[config.mk]
export PLATFORM = sky130hd
export DESIGN_NAME = fetch_unit
export DESIGN_NICKNAME = d
export VERILOG_FILES = /design/src/rtl/fetch_unit.sv
export SDC_FILE = /design/constraint.sdc
export NUM_CORES = 1
export LEC_CHECK = 0
export BUFFER_PORTS_ARGS = -buffer_cell sky130_fd_sc_hd__buf_2
export CORE_AREA = 2 2 139 141
export CTS_CLUSTER_DIAMETER = 60
export DETAILED_ROUTE_END_ITERATION = 8
export DIE_AREA = 0 0 141 143
export GPL_ROUTABILITY_DRIVEN = 0
export HOLD_SLACK_MARGIN = 0.08
export PLACE_DENSITY_LB_ADDON = 0.08
export SYNTH_ARGS = -nofsm -noshare
export SYNTH_HDL_FRONTEND = slang
export SYNTH_SLANG_ARGS = --single-unit
[constraint.sdc]
create_clock -name clk -period 7.6 [get_ports clk]
set_clock_uncertainty 0.05 [all_clocks]
set_input_delay 1.52 -clock clk [delete_from_list [all_inputs] [get_ports clk]]
set_output_delay 1.52 -clock clk [all_outputs]
set_load 0.05 [all_outputs]
[src/rtl/fetch_unit.sv]
// Instruction-fetch stage: owns the fetch PC, issues requests to a synchronous
// instruction memory and buffers returned words in a small queue ahead of decode.
module fetch_unit #(
  parameter int              XLEN     = 32,
  parameter logic [XLEN-1:0] RESET_PC = '0,
  parameter int              DEPTH    = 2,
  parameter logic [31:0]     NOP      = 32'h13
) (
  input  logic            clk,
  input  logic            rst,
  input  logic            redirect_valid,
  input  logic [XLEN-1:0] redirect_pc,
  output logic            imem_req,
  output logic [XLEN-1:0] imem_addr,
  input  logic [31:0]     imem_rdata,
  output logic            id_valid,
  input  logic            id_ready,
  output logic [31:0]     id_instr,
  output logic [XLEN-1:0] id_pc,
  output logic [XLEN-1:0] pc_current_r,
  output logic            misalign
);

  localparam int AW = (DEPTH > 1) ? $clog2(DEPTH) : 1;
  localparam int CW = $clog2(DEPTH + 1);

  logic [31:0]     q_instr [DEPTH];
  logic [XLEN-1:0] q_pc    [DEPTH];
  logic [AW-1:0]   head, tail;
  logic [CW-1:0]   count;
  logic [CW:0]     occupancy;
  logic            inflight, infl_epoch, epoch;
  logic [XLEN-1:0] infl_pc;
  logic            misalign_r;
  logic            empty, full, push, pop, credit;

  // Decode handshake: a transfer happens on a cycle where id_valid && id_ready;
  // while id_valid && !id_ready the head (id_instr/id_pc) is held unchanged, and
  // id_valid never depends on id_ready.
  always_comb begin
    empty     = (count == '0);
    full      = (count == CW'(DEPTH));
    id_valid  = !empty && !redirect_valid;
    pop       = id_valid && id_ready;
    // A return is kept only if no redirect happened since it was issued.
    push      = inflight && (infl_epoch == epoch) && !redirect_valid;
    occupancy = (CW + 1)'(count) + (CW + 1)'(inflight);
    credit    = (occupancy < (CW + 1)'(DEPTH)) || pop;
    imem_req  = !rst && !redirect_valid && credit;
    imem_addr = pc_current_r;
    id_instr  = id_valid ? q_instr[head] : NOP;
    id_pc     = id_valid ? q_pc[head] : '0;
    misalign  = misalign_r;
  end

  always_ff @(posedge clk or posedge rst) begin
    if (rst) begin
      pc_current_r <= RESET_PC;
      head         <= '0;
      tail         <= '0;
      count        <= '0;
      inflight     <= 1'b0;
      infl_epoch   <= 1'b0;
      infl_pc      <= '0;
      epoch        <= 1'b0;
      misalign_r   <= 1'b0;
    end else begin
      misalign_r <= redirect_valid && (redirect_pc[1:0] != 2'b00);
      inflight   <= imem_req;
      if (imem_req) begin
        infl_pc    <= pc_current_r;
        infl_epoch <= epoch;
      end
      if (redirect_valid) begin
        head         <= '0;
        tail         <= '0;
        count        <= '0;
        epoch        <= ~epoch;
        pc_current_r <= {redirect_pc[XLEN-1:2], 2'b00};
      end else begin
        if (imem_req) pc_current_r <= pc_current_r + XLEN'(4);
        if (push) tail <= tail + AW'(1);
        if (pop)  head <= head + AW'(1);
        if (push && !pop)      count <= count + CW'(1);
        else if (pop && !push) count <= count - CW'(1);
      end
    end
  end

  // Queue storage needs no reset: occupancy alone decides what is visible.
  always_ff @(posedge clk) begin
    if (push) begin
      q_instr[tail] <= imem_rdata;
      q_pc[tail]    <= infl_pc;
    end
  end

  a_no_push_when_full: assert property (@(posedge clk) disable iff (rst)
    !(push && full && !pop));

endmodule

==> results.cfg, run 1 <==
[status]
status = complete, no violations

[setup_path]
startpoint_type = primary input
path_buf_inv = 6
r2r_slack_ns = 5.03
cpPeakStageDelay_ns = 0.52
cp.arrival_ns = 3.44
slowest_stage = buf_4
endpoint_kind = output pin
crit_family = buffers and inverters
r2r.worst_path.cells = 4
crit_type = in2out
critPathRequiredTime_ns = 6.03
path_cells = buf_2 -> buf_4 -> inv_1 -> buf_4 -> o21ai_4 -> buf_4 -> nor2_1 -> buf_2
r2r-start = count[1]
reg2reg_to = infl_pc[17]
critPathMostFrequentCell = buf_4
crit_path_max_fanout = 48

[sta]
setup_viol = 0
finalWorstSetupSlack_ns = 2.59
slew_headroom_pct = 22.9
setup_tns_ns = 0
final.period_utilization_pct = 66.0
fin_crit_ns = 5.01
rsz0062_at_grt = no
worst_pin_slew_ns = 1.16
fmax_mhz = 199
maxSlewViolCount = 0
hold_viol = 0

[worst_hold_path]
hold_depth = 0
hold_start = infl_pc[17]
timing.hold.worst.class = reg2reg
hold_end = q_pc[1][17]

[route]
drc = 0
drtIter0Drc = 281
vias = 5385
ant_nets = 0
via_per_inst = 5.31
drt-pass1-iter-count = 4
routedWlPerCell_um = 18.8
routed_wl_um = 19000

[floorplan]
io_pins = 199
core_area_um2 = 18600
die-area_um2 = 20200
die_y_um = 143
start_util_pct = 44.6
std_cell_rows = 50
die_w_um = 141

[synth]
synth_top_cell_by_area = edfxtp_1
synth_seq_area_share_pct = 65.5
synth_area_per_cell_um2 = 13.5
synth_area_leaders = edfxtp_1 (45%), dfrtp_1 (21%), mux2i_1 (7.6%)
ys_seq_elements = 192
synthTopCellsByCount = edfxtp_1 (124), nor2_1 (83), dfrtp_1 (68)
netlist_area_um2 = 8290
synth_ff_type = edfxtp_1
syn_inst = 613
synth_warnings = 0
synth-edff-count = 124
synth_top_cell_area_share_pct = 44.9
synth.most_common_cell = edfxtp_1
synth.distinct_cells = 47
async_flop_share_pct = 35.4

[power]
power.density_nw_per_um2 = 285
power.leakage_nw = 3.82
ir_worst_vdd_uv = 178
finalPower_mw = 2.81

[global_route]
antenna_found_initial = 0
grt_max_degree = 74
grt_usage_pct = 19.3
grt_pass1_vias = 5522
grt_pass1_wl_um = 29700
overflow = 0

[clock_tree]
post-cts-setup-buffers = 0
root_buffer = clkbuf_16
htree_levels = 4
clk_pin_slew_ns = 0.07
clockBufferDepth = 2
worst_skew_pair.late_latency_ns = 0.43
numCtsBuffers = 17
clock_sinks = 192
post_cts_resized = 0
hold_buffers = 0
cts_tree = yes

[place]
pre_cts_ws_ns = 2.57
placement.io_buffers = 192
hpwl_um = 12400

[finish]
syn_to_final_growth_pct = 19.2
nets = 837
diodes = 0
drive_gt1_share_pct = 35.0

[run]
maxCapViolations = 0
==> cell families after synthesis <==
| family | count (synthesis) | synth area share, % |
|---|---|---|
| and+or+nand+nor | 176 | 10.5 |
| buffers and inverters | 75 | 5.44 |
| DFF | 192 | 65.5 |
| AOI/OAI and AO/OA | 63 | 5.41 |
| muxes | 94 | 11.8 |
| other | 1 | 0.0453 |
| xor gates and xnor gates | 11 | 1.16 |
| adders and majority gates | 1 | 0.151 |
==> flip-flops by register name, indices dropped and copies added (netlist names) <==
signal,cells
q_instr,64
q_pc,60
imem_addr,30
infl_pc,30
count,2
epoch,1
head,1
infl_epoch,1
inflight,1
misalign,1
tail,1
==> worst reg2reg max path, stage by stage (launching register included) <==
cell and delay [ns]:
dfrtp_1 0.51, a21oi_4 0.33, o21ai_1 0.25, nor2_4 0.88, mux2_2 0.44
==> worst max path at each step <==
stage                         startpoint             to  slack [ns]  depth (start not counted)
final                     redirect_valid      id_pc[16]        2.59                          8
after global routing      redirect_valid      id_pc[16]        2.41                          8
after CTS                 redirect_valid      id_pc[16]        2.57                          8
after detailed placement  redirect_valid      id_pc[16]        2.57                          8
after global placement    redirect_valid      id_pc[16]        2.59                          8
after floorplan           redirect_valid  q_instr[1][0]        0.31                          4
==> placed cells by master (no fill, tap or decap), types with 2 or more instances in the layout <==
cell type    n
a21oi_1      3
a31oi_1     15
and2_1       3
and3_1       2
and4_1       6
buf_2      192
buf_4        8
bufinv_16    5
clkbuf_16   17
clkinv_2     2
clkinv_4     3
conb_1       6
dfrtp_1     67
edfxtp_1   124
inv_1        5
inv_6        5
mux2_2      31
mux2i_1     63
nand2_1     23
nand2b_1     3
nand3_1     15
nand4_1      7
nor2_1      83
nor2b_1      3
o2111ai_1    2
o2111ai_2    2
o211ai_1     8
o21ai_0     11
o31a_1       2
o31ai_1     14
or3_1        3
or4_1       19
xnor2_1      3
xor2_1       8
==> final cells by class <==
type,count,area (um2)
clock buffer,17,425
clock inverter,15,229
fill,1615,8700
inverter,6,23.8
multi-input combinational,351,2460
sequential,192,5430
tap,234,293
timing repair buffer,200,1020
==> metal layers <==
layer,global-route usage [%],routed length (um),vias up
li1,-,-,2541
met1,25.3,8480,2645
met2,31.9,9200,175
met3,3.92,1040,24
met4,7.05,314,0
met5,0,0,-
==> stage by stage <==
| step | util (%) | area (um2) | cells | hold slack (ns) |
|---|---|---|---|---|
| 3_5_place_dp | 49.6 | 9220 | 983 | 0.401 |
| 5_1_grt | 53.2 | 9880 | 1015 | 0.433 |
| 2_1_floorplan | - | 8310 | 618 | 0.388 |
| 3_3_place_gp | 49.6 | 9220 | 983 | 0.395 |
| 6_report | 53.2 | 9880 | 1015 | 0.415 |
| 4_1_cts | 53.2 | 9880 | 1015 | 0.418 |
==> where the power goes <==
group	leakage (nW)	internal, mW	switching, mW
Clock	0.321	0.590	0.393
Sequential	1.92	1.24	0.103
Combinational	1.59	0.148	0.344
Power figures use the tool's default switching activity.
==> run 2, diff against run 1 <==
Clock period 7.6 ns to 4.5 ns, I/O delays scaled along.
==> run 2 against run 1 <==
Effect of this change: sequential power is 68% higher; total power grew 62%; via count up 0.37%; combinational power rose by 74%; critical path type is now reg2out; critical endpoint is now id_pc[17].
==> results.cfg, run 2 (synthesis gave the netlist of run 1 again) <==
[global_route]
grt_usage_pct = 19.3
grt_pass1_wl_um = 29600
grt_pass1_vias = 5495
overflow = 0
antenna_found_initial = 0
grt_max_degree = 63

[place]
placement.io_buffers = 192
placed_cells = 985
hpwl_um = 12600
pre_cts_ws_ns = 1.31

[sta]
maxSlewViolCount = 0
worst_pin_slew_ns = 0.908
slew_headroom_pct = 39.5
final.period_utilization_pct = 75.2
hold_viol = 0
fmax_mhz = 296
finalWorstSetupSlack_ns = 1.12
rsz0062_at_grt = no
setup_viol = 0
fin_crit_ns = 3.38
setup_tns_ns = 0

[setup_path]
crit_path_max_fanout = 42
startpoint_type = register
critPathRequiredTime_ns = 3.55
crit_type = reg2out
cp.arrival_ns = 2.43
endpoint_kind = output pin

[clock_tree]
clk_pin_slew_ns = 0.07
numCtsBuffers = 17
clockBufferDepth = 2
cts_tree = yes
htree_levels = 4
post_cts_resized = 0
post-cts-setup-buffers = 0
worst_skew_pair.late_latency_ns = 0.42
hold_buffers = 0
root_buffer = clkbuf_16
clock_sinks = 192

[power]
p_seq_share_pct = 49.2
finalPower_mw = 4.56
p_switching_mw = 1.40
ir_worst_vdd_uv = 291
netSwitchingFraction_pct = 30.8
p_int_mw = 3.16
power.density_nw_per_um2 = 464
p_clk_share_pct = 32.0
combPwrFrac_pct = 18.8
power.leakage_nw = 3.79

[finish]
reg.largest.list = q_instr: 64 flops, q_pc: 60 flops
drive_gt1_share_pct = 34.5
final_common_cell = buf_2
diodes = 0
instances_no_fill = 1017
largest-register = q_instr
nets = 839
mostFrequentLayoutCells = buf_2 (192), edfxtp_1 (124), nor2_1 (83), dfrtp_1 (67), mux2i_1 (63)
largest_reg_flops = 64
syn_to_final_growth_pct = 18.5

[route]
drt-pass1-iter-count = 4
via_per_inst = 5.31
routed_wl_um = 19100
vias = 5405
routedWlPerCell_um = 18.8
drc = 0
ant_nets = 0
drtIter0Drc = 321

[floorplan]
die_y_um = 143
std_cell_rows = 50
start_util_pct = 44.6
die-area_um2 = 20200
die_w_um = 141
core_area_um2 = 18600
io_pins = 199

[worst_hold_path]
timing.hold.worst.class = reg2reg

[status]
status = complete, no violations

[run]
maxCapViolations = 0
==> run 2: cell types whose count changed in the layout (fill, tap and decap cells not counted) <==
cell,change
nor3b_4,+1
inv_6,-3
nor3b_2,-1
clkinv_1,+4
clkbuf_1,+1
nor3_2,-1
nor3_4,+1
inv_8,+1
clkinvlp_4,+3
bufinv_16,-3
buf_4,+2
clkinv_4,-1
clkinv_2,-2
==> run 2: area by class of cell <==
class                           count  area, um2
Clock buffer                       18        429
Clock inverter                     14        140
Fill cell                        1670       8760
Inverter                            6       26.3
Multi-Input combinational cell    351       2470
Sequential cell                   192       5430
Tap cell                          234        293
Timing Repair Buffer              202       1040
==> run 2: metrics by stage <==
step                utilization [%]  hold WS (ns)  cell area, um2
floorplan                         -         0.388            8320
global placement               49.8         0.397            9250
detailed placement             49.8         0.404            9250
CTS                            52.9         0.420            9820
global route                   52.9         0.436            9820
finish                         52.9         0.418            9820
==> run 2: worst paths after layout <==
kind / from / to / slack [ns] / depth (start not counted)
setup / recovery: count[1] / id_pc[17] / 1.12 / 4
hold / removal: infl_pc[27] / q_pc[0][27] / 0.42 / 0
setup reg to reg: count[1] / imem_addr[28] / 2.15 / 4
hold reg to reg: infl_pc[27] / q_pc[0][27] / 0.42 / 0
max in group asynchronous: rst / head / 3.43 / 3
min in group asynchronous: rst / imem_addr[7] / 0.59 / 3
==> run 2: power groups by stage <==
stage / combinational [mW] / sequential [mW] / clock (mW)
2_1_floorplan: 0.611 / 2.31 / 0
3_3_place_gp: 0.854 / 2.27 / 0
3_5_place_dp: 0.865 / 2.28 / 0
4_1_cts: 0.868 / 2.25 / 1.49
5_1_grt: 0.916 / 2.27 / 1.56
6_report: 0.857 / 2.25 / 1.46
==> run 2: metal layers <==
layer,share of wire (%),up-vias,routed length [um],track usage [%]
li1,-,2548,-,-
met1,44,2674,8370,25.1
met2,49,160,9370,31.9
met3,5.1,23,971,4.29
met4,2.1,0,410,7.42
met5,0,-,0,0
==> run 2: worst max-delay path: stages, from the launching register on <==
cell and delay [ns]:
dfrtp_1 0.50, o21ai_4 0.60, buf_4 0.53, nor2_1 0.13
buf_2 0.24
